File: config.mk
export PLATFORM = sky130hd
export DESIGN_NAME = axi_slave_read
export DESIGN_NICKNAME = d
export VERILOG_FILES = /design/src/rtl/axi_slave_read_pkg.sv /design/src/rtl/axi_slave_read.sv
export SDC_FILE = /design/constraint.sdc
export NUM_CORES = 1
export LEC_CHECK = 0
export ABC_AREA = 1
export CORE_MARGIN = 4
export CORE_UTILIZATION = 37
export CTS_BUF_LIST = sky130_fd_sc_hd__clkbuf_4
export CTS_CLUSTER_SIZE = 40
export DETAILED_ROUTE_END_ITERATION = 12
export PLACE_DENSITY = 0.89
export RECOVER_POWER = 25
export REMOVE_ABC_BUFFERS = 1
export SLEW_MARGIN = 20
export SYNTH_ARGS = -nofsm -noshare
export SYNTH_HDL_FRONTEND = slang
export SYNTH_SLANG_ARGS = --single-unit
File: constraint.sdc
create_clock -name clk -period 1.8 [get_ports clk]
set_input_delay 0.36 -clock clk [delete_from_list [all_inputs] [get_ports clk]]
set_output_delay 0.36 -clock clk [all_outputs]
set_load 0.1 [all_outputs]
File: src/rtl/axi_slave_read_pkg.sv
// Shared AXI4 slave-side definitions: channel widths, burst/response encodings
// and the responder state encoding used by the read (and later write) slaves.
package axi_slave_read_pkg;

   localparam int AXI_ID_W   = 8;
   localparam int AXI_ADDR_W = 32;
   localparam int AXI_DATA_W = 32;
   localparam int AXI_LEN_W  = 4;
   localparam int AXI_SIZE_W = 3;

   localparam logic [1:0] BURST_FIXED = 2'b00;
   localparam logic [1:0] BURST_INCR  = 2'b01;
   localparam logic [1:0] BURST_WRAP  = 2'b10;

   localparam logic [1:0] RESP_OKAY   = 2'b00;
   localparam logic [1:0] RESP_EXOKAY = 2'b01;
   localparam logic [1:0] RESP_SLVERR = 2'b10;
   localparam logic [1:0] RESP_DECERR = 2'b11;

   // Widest beat the 32-bit SRAM can serve (4 bytes)
   localparam logic [AXI_SIZE_W-1:0] SIZE_MAX = 3'b010;

   typedef enum logic [1:0] {
      ST_IDLE  = 2'd0,
      ST_FETCH = 2'd1,
      ST_SEND  = 2'd2
   } slv_state_e;

endpackage

File: src/rtl/axi_slave_read.sv
// AXI4 AR/R responder in front of a single-port word SRAM: one outstanding
// burst, one SRAM fetch per beat, so a beat costs a FETCH and a SEND cycle.
module axi_slave_read
   import axi_slave_read_pkg::*;
#(
   parameter int ID_W   = 8,
   parameter int MEM_AW = 14
) (
   input  logic                  clk,
   input  logic                  rst,
   input  logic [ID_W-1:0]       ARID,
   input  logic [AXI_ADDR_W-1:0] ARADDR,
   input  logic [AXI_LEN_W-1:0]  ARLEN,
   input  logic [AXI_SIZE_W-1:0] ARSIZE,
   input  logic [1:0]            ARBURST,
   input  logic                  ARVALID,
   output logic                  ARREADY,
   output logic [ID_W-1:0]       RID,
   output logic [AXI_DATA_W-1:0] RDATA,
   output logic [1:0]            RRESP,
   output logic                  RLAST,
   output logic                  RVALID,
   input  logic                  RREADY,
   output logic                  mem_cs,
   output logic                  mem_oe,
   output logic [MEM_AW-1:0]     mem_addr,
   input  logic [AXI_DATA_W-1:0] mem_rdata
);

   slv_state_e            state_q;
   logic [ID_W-1:0]       id_q;
   logic [MEM_AW-1:0]     addr_q;
   logic [AXI_LEN_W-1:0]  len_q;
   logic [AXI_LEN_W-1:0]  cnt_q;
   logic                  fixed_q;
   logic                  err_q;
   logic                  beat_last;
   logic                  in_send;
   logic                  unused_addr_bits;

   // Byte lane and bits above the SRAM window carry no meaning here
   assign unused_addr_bits = ^{ARADDR[AXI_ADDR_W-1:MEM_AW+2], ARADDR[1:0]};

   assign beat_last = (cnt_q == len_q);
   assign in_send   = (state_q == ST_SEND);

   always_ff @(posedge clk) begin
      if (rst) begin
         state_q <= ST_IDLE;
         id_q    <= '0;
         addr_q  <= '0;
         len_q   <= '0;
         cnt_q   <= '0;
         fixed_q <= 1'b0;
         err_q   <= 1'b0;
      end else begin
         case (state_q)
            ST_IDLE: begin
               if (ARVALID) begin
                  id_q    <= ARID;
                  addr_q  <= ARADDR[MEM_AW+1:2];
                  len_q   <= ARLEN;
                  fixed_q <= (ARBURST == BURST_FIXED);
                  err_q   <= (ARSIZE > SIZE_MAX);
                  cnt_q   <= '0;
                  state_q <= ST_FETCH;
               end
            end
            ST_FETCH: state_q <= ST_SEND;
            ST_SEND: begin
               if (RREADY) begin
                  if (beat_last) begin
                     state_q <= ST_IDLE;
                  end else begin
                     cnt_q   <= cnt_q + 4'd1;
                     // WRAP is served as INCR; the word address rolls over silently
                     if (!fixed_q)
                        addr_q <= addr_q + {{(MEM_AW-1){1'b0}}, 1'b1};
                     state_q <= ST_FETCH;
                  end
               end
            end
            default: state_q <= ST_IDLE;
         endcase
      end
   end

   assign ARREADY  = (state_q == ST_IDLE);

   assign mem_cs   = (state_q == ST_FETCH) && !err_q;
   assign mem_oe   = mem_cs;
   assign mem_addr = addr_q;

   // SRAM holds its output while cs is low, so RDATA stays stable under a stall
   assign RVALID   = in_send;
   assign RID      = in_send ? id_q : '0;
   assign RDATA    = (in_send && !err_q) ? mem_rdata : '0;
   assign RRESP    = !in_send ? RESP_OKAY : (err_q ? RESP_SLVERR : RESP_OKAY);
   assign RLAST    = in_send && beat_last;

endmodule

# After elaboration in Yosys (flattened, before gate mapping)
# Index checks and enable logic that the tools add are counted.
dict set report word_totals {
  word_cells 45
  latchBits 0
  reg_bits 34
  out_inout_bits 61
  mem_bits_ro 0
  inputBits 85
  ram_bits 0
  n_memories 0
}
dict set report classes {
  addsub 2
  n_mul 0
  n_bitwise 0
  n_shift 0
  reduce_logical 11
  n_lt_le_gt_ge 1
  n_mux 17
  div 0
  eq_ne 7
}
# op n
set op_table {}
lappend op_table {{$mux W14} 4}
lappend op_table {{$mux W32} 1}
lappend op_table {{$pmux W14 S2} 1}
lappend op_table {{$add A14 B1 Y14 const B} 1}
lappend op_table {{$mux W4} 3}
lappend op_table {{$mux W2} 4}
lappend op_table {{$mux W8} 1}
lappend op_table {{$ne A2 B2 Y1 const B} 4}
lappend op_table {{$pmux W4 S2} 1}
lappend op_table {{$pmux W2 S3} 1}
lappend op_table {{$reduce_and A5 Y1} 1}
lappend op_table {{$add A4 B1 Y4 const B} 1}
lappend op_table {{$eq A4 B4 Y1} 1}
lappend op_table {{$logic_not A2 Y1} 2}
lappend op_table {{$reduce_and A2 Y1} 2}
lappend op_table {{$reduce_and A4 Y1} 1}
lappend op_table {{$gt A3 B2 Y1 const B} 1}
lappend op_table {{$logic_and A1 B1 Y1} 3}
lappend op_table {{$eq A2 B1 Y1 const B} 1}
lappend op_table {{$eq A2 B2 Y1 const B} 1}
lappend op_table {{$reduce_bool A2 Y1} 1}
lappend op_table {{$logic_not A1 Y1} 1}
lappend op_table {{$mux W1} 1}

# Longest topological paths before layout
# Gate-level depths: netlist of run 1.
dict set report logic_depth {
  ltp_word 5
  depth_mapped 10
  depth_no_buf 10
}

# Least setup slack after synthesis of run 1
# No wires, ideal clock.
dict set report synth_timing {
  path_type {register to output}
  start {register state_q[0]}
  end {output port mem_oe}
  stages_incl_launch_ff 5
  required_ns 1.440
  slack_ns -0.969
  t_arrival_ns 2.409
  cell_sequence {dfxtp_1 > inv_1 > or2_2 > nor2_1 > buf_4}
}
dict set report synth_via {
  elab_chain_len 2
}
# element line
set synth_rtl {}
lappend synth_rtl {{from (decl)} axi_slave_read.sv:30} ;# slv_state_e state_q;
lappend synth_rtl {{from (signal assigned)} axi_slave_read.sv:49} ;# state_q <= ST_IDLE;
lappend synth_rtl {{from (signal assigned)} axi_slave_read.sv:66} ;# state_q <= ST_FETCH;
lappend synth_rtl {{from (signal assigned)} axi_slave_read.sv:69} ;# ST_FETCH: state_q <= ST_SEND;
lappend synth_rtl {{$eq A2 B1 Y1} axi_slave_read.sv:90} ;# assign mem_cs = (state_q == ST_FETCH) && !err_q;
lappend synth_rtl {{$logic_and A1 B1 Y1} axi_slave_read.sv:90}
lappend synth_rtl {{to (decl)} axi_slave_read.sv:25} ;# output logic mem_oe,
# No other way between the ends.

# Worst setup path after layout of run 1
dict set report layout_timing {
  start {register state_q[0]}
  end {output port RDATA[4]}
}
dict set report layout_via {
  elab_chain_len 3
}
# element line
set layout_rtl {}
lappend layout_rtl {{$eq A2 B2 Y1} axi_slave_read.sv:45} ;# assign in_send = (state_q == ST_SEND);
lappend layout_rtl {{$logic_and A1 B1 Y1} axi_slave_read.sv:97} ;# assign RDATA = (in_send && !err_q) ? mem_rdata : '0;
lappend layout_rtl {{$mux W32} axi_slave_read.sv:97}
lappend layout_rtl {{to (decl)} axi_slave_read.sv:19} ;# output logic [AXI_DATA_W-1:0] RDATA,
# No other way between the ends.

==> results.toml, run 1 <==
[clock_tree]
cts_buffer_depth = 2
cts_tree = "yes"
htree_levels = 2
clk_pin_slew_ns = 0.11
hold_buffers = 0
cts_root_buffer = "clkbuf_4"
clk_latency_ns = 0.36
cts_buffers = 5
cts.sinks = 34

[placed_design]
dp.final_hpwl_mm = 6.22
preCtsSetupSlack_ns = 0.0331
portBuffers = 126
routabilityCongestion = 0.870
placed_area_sq_mm = 0.00415

[worst_setup_path]
critPathArrivalTime_ns = 1.49
crit_required_ns = 1.44
startpoint_type = "register"
critical_path.startpoint = "state_q[0]"
endpoint = "RDATA[4]"
crit_type = "register to output port"
worstPathMaxFanout = 8
r2r_start = "mem_addr[2]"
r2r_end = "mem_addr[9]"
reg2reg_depth = 9
r2r_slack_ns = 0.06
worstSetupEndpointType = "output port"

[pwr]
power_density_mw_per_mm2 = 628
ir_drop_mv = 0.489
static-leakage-power_nw = 1.94
total_power_mw = 2.92

[floorplanning]
num_rows = 27
die_x_um = 84.8
dieArea_sq_mm = 0.00718
pin_count = 146
core-area_sq_mm = 0.00561
fp.dieH_um = 84.8
start_util_pct = 38.9

[synth]
yosysMostFrequentCell = "nor2_1"
synth_flop_cell = "dfxtp_1"
synth_fa_ha_area_share_pct = 1.15
syn-mean-instance-area_sq_um = 6.02
yosysSeqAreaShare_pct = 31.2
synthTopCellsByArea = "dfxtp_1, nor2_1, inv_1"
synth_top_cell_area_share_pct = 31.2
yosysWarnings = 0
synth_compound_gate_area_share_pct = 17.0
synth_top_family_by_area = "simple AND/OR/NAND/NOR gates"
async_flop_share_pct = 0
synth_cell_types = 30
synth.mux.area_fraction_pct = 0
yosys.area.top_type = "dfxtp_1"
synthCells = 362
synth-edff-count = 0
synthSimpleGateAreaFrac_pct = 34.4
ys_top_cells_by_count = "nor2_1, inv_1, nand2_1"
ys_ff_latch = 34
synth-xor-area-share_pct = 0
synth_area_sq_mm = 0.00218

[drt]
viasPerCell = 5.08
drc_errors = 0
vias = 2910
firstDrtPassIters = 5
wl_mm = 9.54
drt.antenna.violating_nets = 0
drt_iter0_markers = 175
wl_per_cell_um = 16.7

[timing]
hold_viol_final = 0
fmax_mhz = 540
hold_ws_ns = 0.474
finalSetupViolCount = 33
fin_crit_sh_pct = 103
setup_slack_ns = -0.0532
rsz0062_at_grt = "yes"
min_period_ns = 1.85
slew_violations = 0
finalClockSkew_ns = 0.0184

[global_route]
grt_overflow = 0
grt_use_total_pct = 23.9
antenna_found_initial = 0
grt_pass1_vias = 2827
grt_max_degree = 26
grt_first_pass_wirelength_mm = 13.7

[flow_run]
cap_viol_max_count = 0

[status]
failed_checks = "setup timing"
status = "finished with violations"

[cells_and_area]
register_area_sq_um = 686
fillCellCount = 329
drive_above_1_share_pct = 32.5
areaGrowthSynthToFinish_pct = 113
finalInstanceArea_sq_mm = 0.00465
finish.net_count = 587
multiInputGateArea_sq_mm = 0.00145
antennaDiodeCount = 0
final_core_util_pct = 82.8

[min_path]
hp-class = "register to register"
[worst min path at each step]
stage / startpoint / endpoint / slack (ns) / cells past startpoint
after global routing: id_q[7] / id_q[7] / 0.51 / 2
final: id_q[7] / id_q[7] / 0.47 / 2
after floorplan: rst / cnt_q[0] / 0.43 / 1
after CTS: id_q[7] / id_q[7] / 0.46 / 2
after global placement: id_q[6] / id_q[6] / 0.44 / 2
after detailed placement: id_q[7] / id_q[7] / 0.44 / 2
[per-layer routing]
layer  track usage, %  wire length [um]
met3             5.79               678
met4             9.64               315
met5             1.40                 0
met2             46.1              5430
met1             24.1              3120
[cell usage in the layout, fill, tap and decap left out, types with 2 or more instances in the layout]
master	n
o21ai_0	25
a21oi_2	6
nand2_1	53
inv_1	63
nand3b_1	3
buf_12	61
buf_4	13
nand2_4	3
nand3_1	15
buf_16	3
ha_1	2
inv_2	4
clkbuf_4	5
dfxtp_2	4
o21ai_1	2
nor2_4	34
o21ai_2	6
dfxtp_1	30
or2_2	5
nor2_2	11
nor3_1	3
clkdlybuf4s50_1	66
a31oi_1	2
a21oi_1	19
clkinv_1	3
nand4_1	2
nor2_1	48
[final cells by class]
cell class / instances / area share, %
Clock buffer: 5 / 0.808
Clock inverter: 3 / 0.242
Inverter: 69 / 5.74
Multi-Input combinational cell: 244 / 31.2
Sequential cell: 34 / 14.8
Tap cell: 72 / 1.94
Timing Repair Buffer: 146 / 45.3
[report_power, final]
part | internal [mW] | switching [mW] | total (mW) | leakage [nW]
Sequential | 0.826 | 0.0738 | 0.900 | 0.282
Combinational | 0.602 | 0.995 | 1.60 | 1.63
Clock | 0.139 | 0.282 | 0.422 | 0.0277
Total | 1.57 | 1.35 | 2.92 | 1.94
[what timing repair did]
| item | 4_1_cts | 5_1_grt |
|---|---|---|
| cloned | 2 | 1 |
| setup buffers | 4 | 0 |
| setup endpoints to repair | 44 | 46 |
| resized for setup | 67 | 33 |
| pin swaps | 2 | 3 |
[through the flow]
stage | TNS, ns | instances
after global routing | -3.22 | 573
after CTS | -0.625 | 572
after detailed placement | 0 | 558
final | -0.705 | 573
after floorplan | -87.24 | 347
after global placement | 0 | 558
[state kept, by name, indices dropped and copies added, names as in the netlist]
name and cells:
err_q 1, mem_addr 14, cnt_q 4, state_q 2
fixed_q 1, id_q 8, len_q 4
[critical path, cell delays in order, from the launching register on]
cell and delay, ns:
dfxtp_2 0.33, inv_2 0.07, nand2_4 0.06, clkinv_4 0.07
nand2_8 0.09, clkbuf_16 0.20, nor2_4 0.12, buf_12 0.18
[logic make-up (layout without fill, tap and decap cells)]
| logic type | count (synthesis) | after routing |
|---|---|---|
| simple gates | 179 | 179 |
| buf+inv | 84 | 223 |
| compound gates | 62 | 62 |
| flops | 34 | 34 |
| fa+ha+maj | 2 | 2 |
| other cells | 1 | 1 |
(Power assumes the default switching activity.)
==> run 2, diff against run 1 <==
- ABC_CLOCK_PERIOD_IN_PS: default -> 1800
==> results of run 2 <==
Same layout as run 1: the final DEF is identical, and so are final timing and power.
==> run 3, diff against run 2 <==
- MAX_ROUTING_LAYER: default -> met4
- PLACE_DENSITY: 0.89 -> 0.94
==> results.toml, run 3 (synthesis results as in run 1) <==
[clock_tree]
cts_buffer_depth = 2
hold_buffers = 0
cts_tree = "yes"
htree_levels = 2
clk_pin_slew_ns = 0.11
cts_buffers = 5
cts.sinks = 34
cts_root_buffer = "clkbuf_4"
clk_latency_ns = 0.34

[worst_setup_path]
slowest_stage = "dfxtp_2"
crit_type = "register to output port"
r2r_slack_ns = 0.18
critical_path.startpoint = "state_q[0]"
worstSetupEndpointType = "output port"
worstPathMaxFanout = 8
critPathArrivalTime_ns = 1.48
critPathMaxStageDelay_ns = 0.34
path_cells = "inv_2 -> nand2_4 -> clkinv_4 -> nand2_8 -> buf_16 -> nor2_4 -> buf_12"
r2r_start = "state_q[0]"
crit_required_ns = 1.44
startpoint_type = "register"

[timing]
slew-limit-headroom_pct = 51.3
finalSetupViolCount = 19
worst_pin_slew_ns = 0.730
setup_slack_ns = -0.0377
fin_crit_sh_pct = 102
finalClockSkew_ns = 0.0143
min_period_ns = 1.84
hold_viol_final = 0
rsz0062_at_grt = "yes"
slew_violations = 0
fmax_mhz = 544

[placed_design]
routabilityCongestion = 0.905
dp.final_hpwl_mm = 6.24
placed_area_sq_mm = 0.00415
portBuffers = 126
preCtsSetupSlack_ns = 0.00742
dp.cells = 558

[cells_and_area]
antennaDiodeCount = 0
final_common_cell = "clkdlybuf4s50_1"
finish.net_count = 585
areaGrowthSynthToFinish_pct = 106
drive_above_1_share_pct = 33.1
final_cell_mix = "clkdlybuf4s50_1, inv_1, nand2_1"
finalInstanceArea_sq_mm = 0.00449
layout.cells.non_filler = 571
largest_reg_flops = 14

[drt]
wl_mm = 9.69
vias = 2931
drt_iter0_markers = 179
firstDrtPassIters = 5
wl_per_cell_um = 17.0
drc_errors = 0
viasPerCell = 5.13
drt.antenna.violating_nets = 0

[floorplanning]
die_x_um = 84.8
start_util_pct = 38.9
fp.dieH_um = 84.8
pin_count = 146
num_rows = 27
dieArea_sq_mm = 0.00718
core-area_sq_mm = 0.00561

[min_path]
min-delay-start = "len_q[0]"
hp-class = "register to register"

[status]
status = "finished with violations"
failed_checks = "setup timing"

[global_route]
grt_max_degree = 26
grt_first_pass_wirelength_mm = 14.6
grt_overflow = 0
grt_use_total_pct = 26.3
antenna_found_initial = 0
grt_pass1_vias = 2940

[pwr]
sw_frac_of_total_pct = 46.9
static-leakage-power_nw = 1.89
comb_power_share_pct = 53.2
internal_power_mw = 1.50
power_density_mw_per_mm2 = 631
ir_drop_mv = 0.549
pwr-share-clk_pct = 15.2
sequentialPowerShare_pct = 31.6
p_switching_mw = 1.33

[flow_run]
cap_viol_max_count = 0
-- run 3: what timing repair did --
item,4_1_cts,5_1_grt
cloned,3,0
resized for setup,91,12
setup buffers,2,0
endpoints found under the setup margin,44,45
pin swaps,3,4
-- run 3: critical path: cells and delay by family (launching register included) --
kind,cells,cell delay (ns)
buffers and inverters,4,0.50
flip-flops,1,0.34
AND/OR/NAND/NOR,3,0.29
-- run 3: through the flow --
stage	power, mW	setup TNS [ns]	hold slack (ns)	util, %
floorplan	1.74	-87.24	0.429	-
global placement	2.32	0	0.439	73.9
detailed placement	2.36	0	0.446	73.9
CTS	2.89	-0.0298	0.476	82.1
global route	2.93	-2.69	0.513	80.0
finish	2.83	-0.199	0.476	80.0
-- run 3: power groups by stage --
stage	logic [mW]	registers [mW]	clock network, mW
6_report	1.51	0.896	0.429
5_1_grt	1.57	0.903	0.462
4_1_cts	1.56	0.901	0.429
3_5_place_dp	1.44	0.916	0
3_3_place_gp	1.41	0.910	0
2_1_floorplan	0.589	1.16	0
-- run 3: path summary, 6_finish.rpt --
kind / end / depth (start not counted)
max reg2reg: mem_addr[10] / 9
max: RDATA[22] / 7
min reg2reg: len_q[0] / 2
min: len_q[0] / 2
-- run 3: metal layers --
| metal | up-vias | GRT usage, % | share of wire (%) |
|---|---|---|---|
| li1 | 1378 | - | - |
| met1 | 1364 | 25.0 | 33 |
| met2 | 151 | 49.9 | 57 |
| met3 | 38 | 5.20 | 5.6 |
| met4 | 0 | 12.8 | 4.3 |
| met5 | - | - | 0 |
-- run 3: final cells by class --
cell class                 count  area [sq um]
multi-input combinational    244          1450
fill                         348          1120
timing repair buffer         144          1940
clock buffer                   6          45.0
clock inverter                 2          8.76
inverter                      69           267
sequential                    34           692
tap                           72          90.1
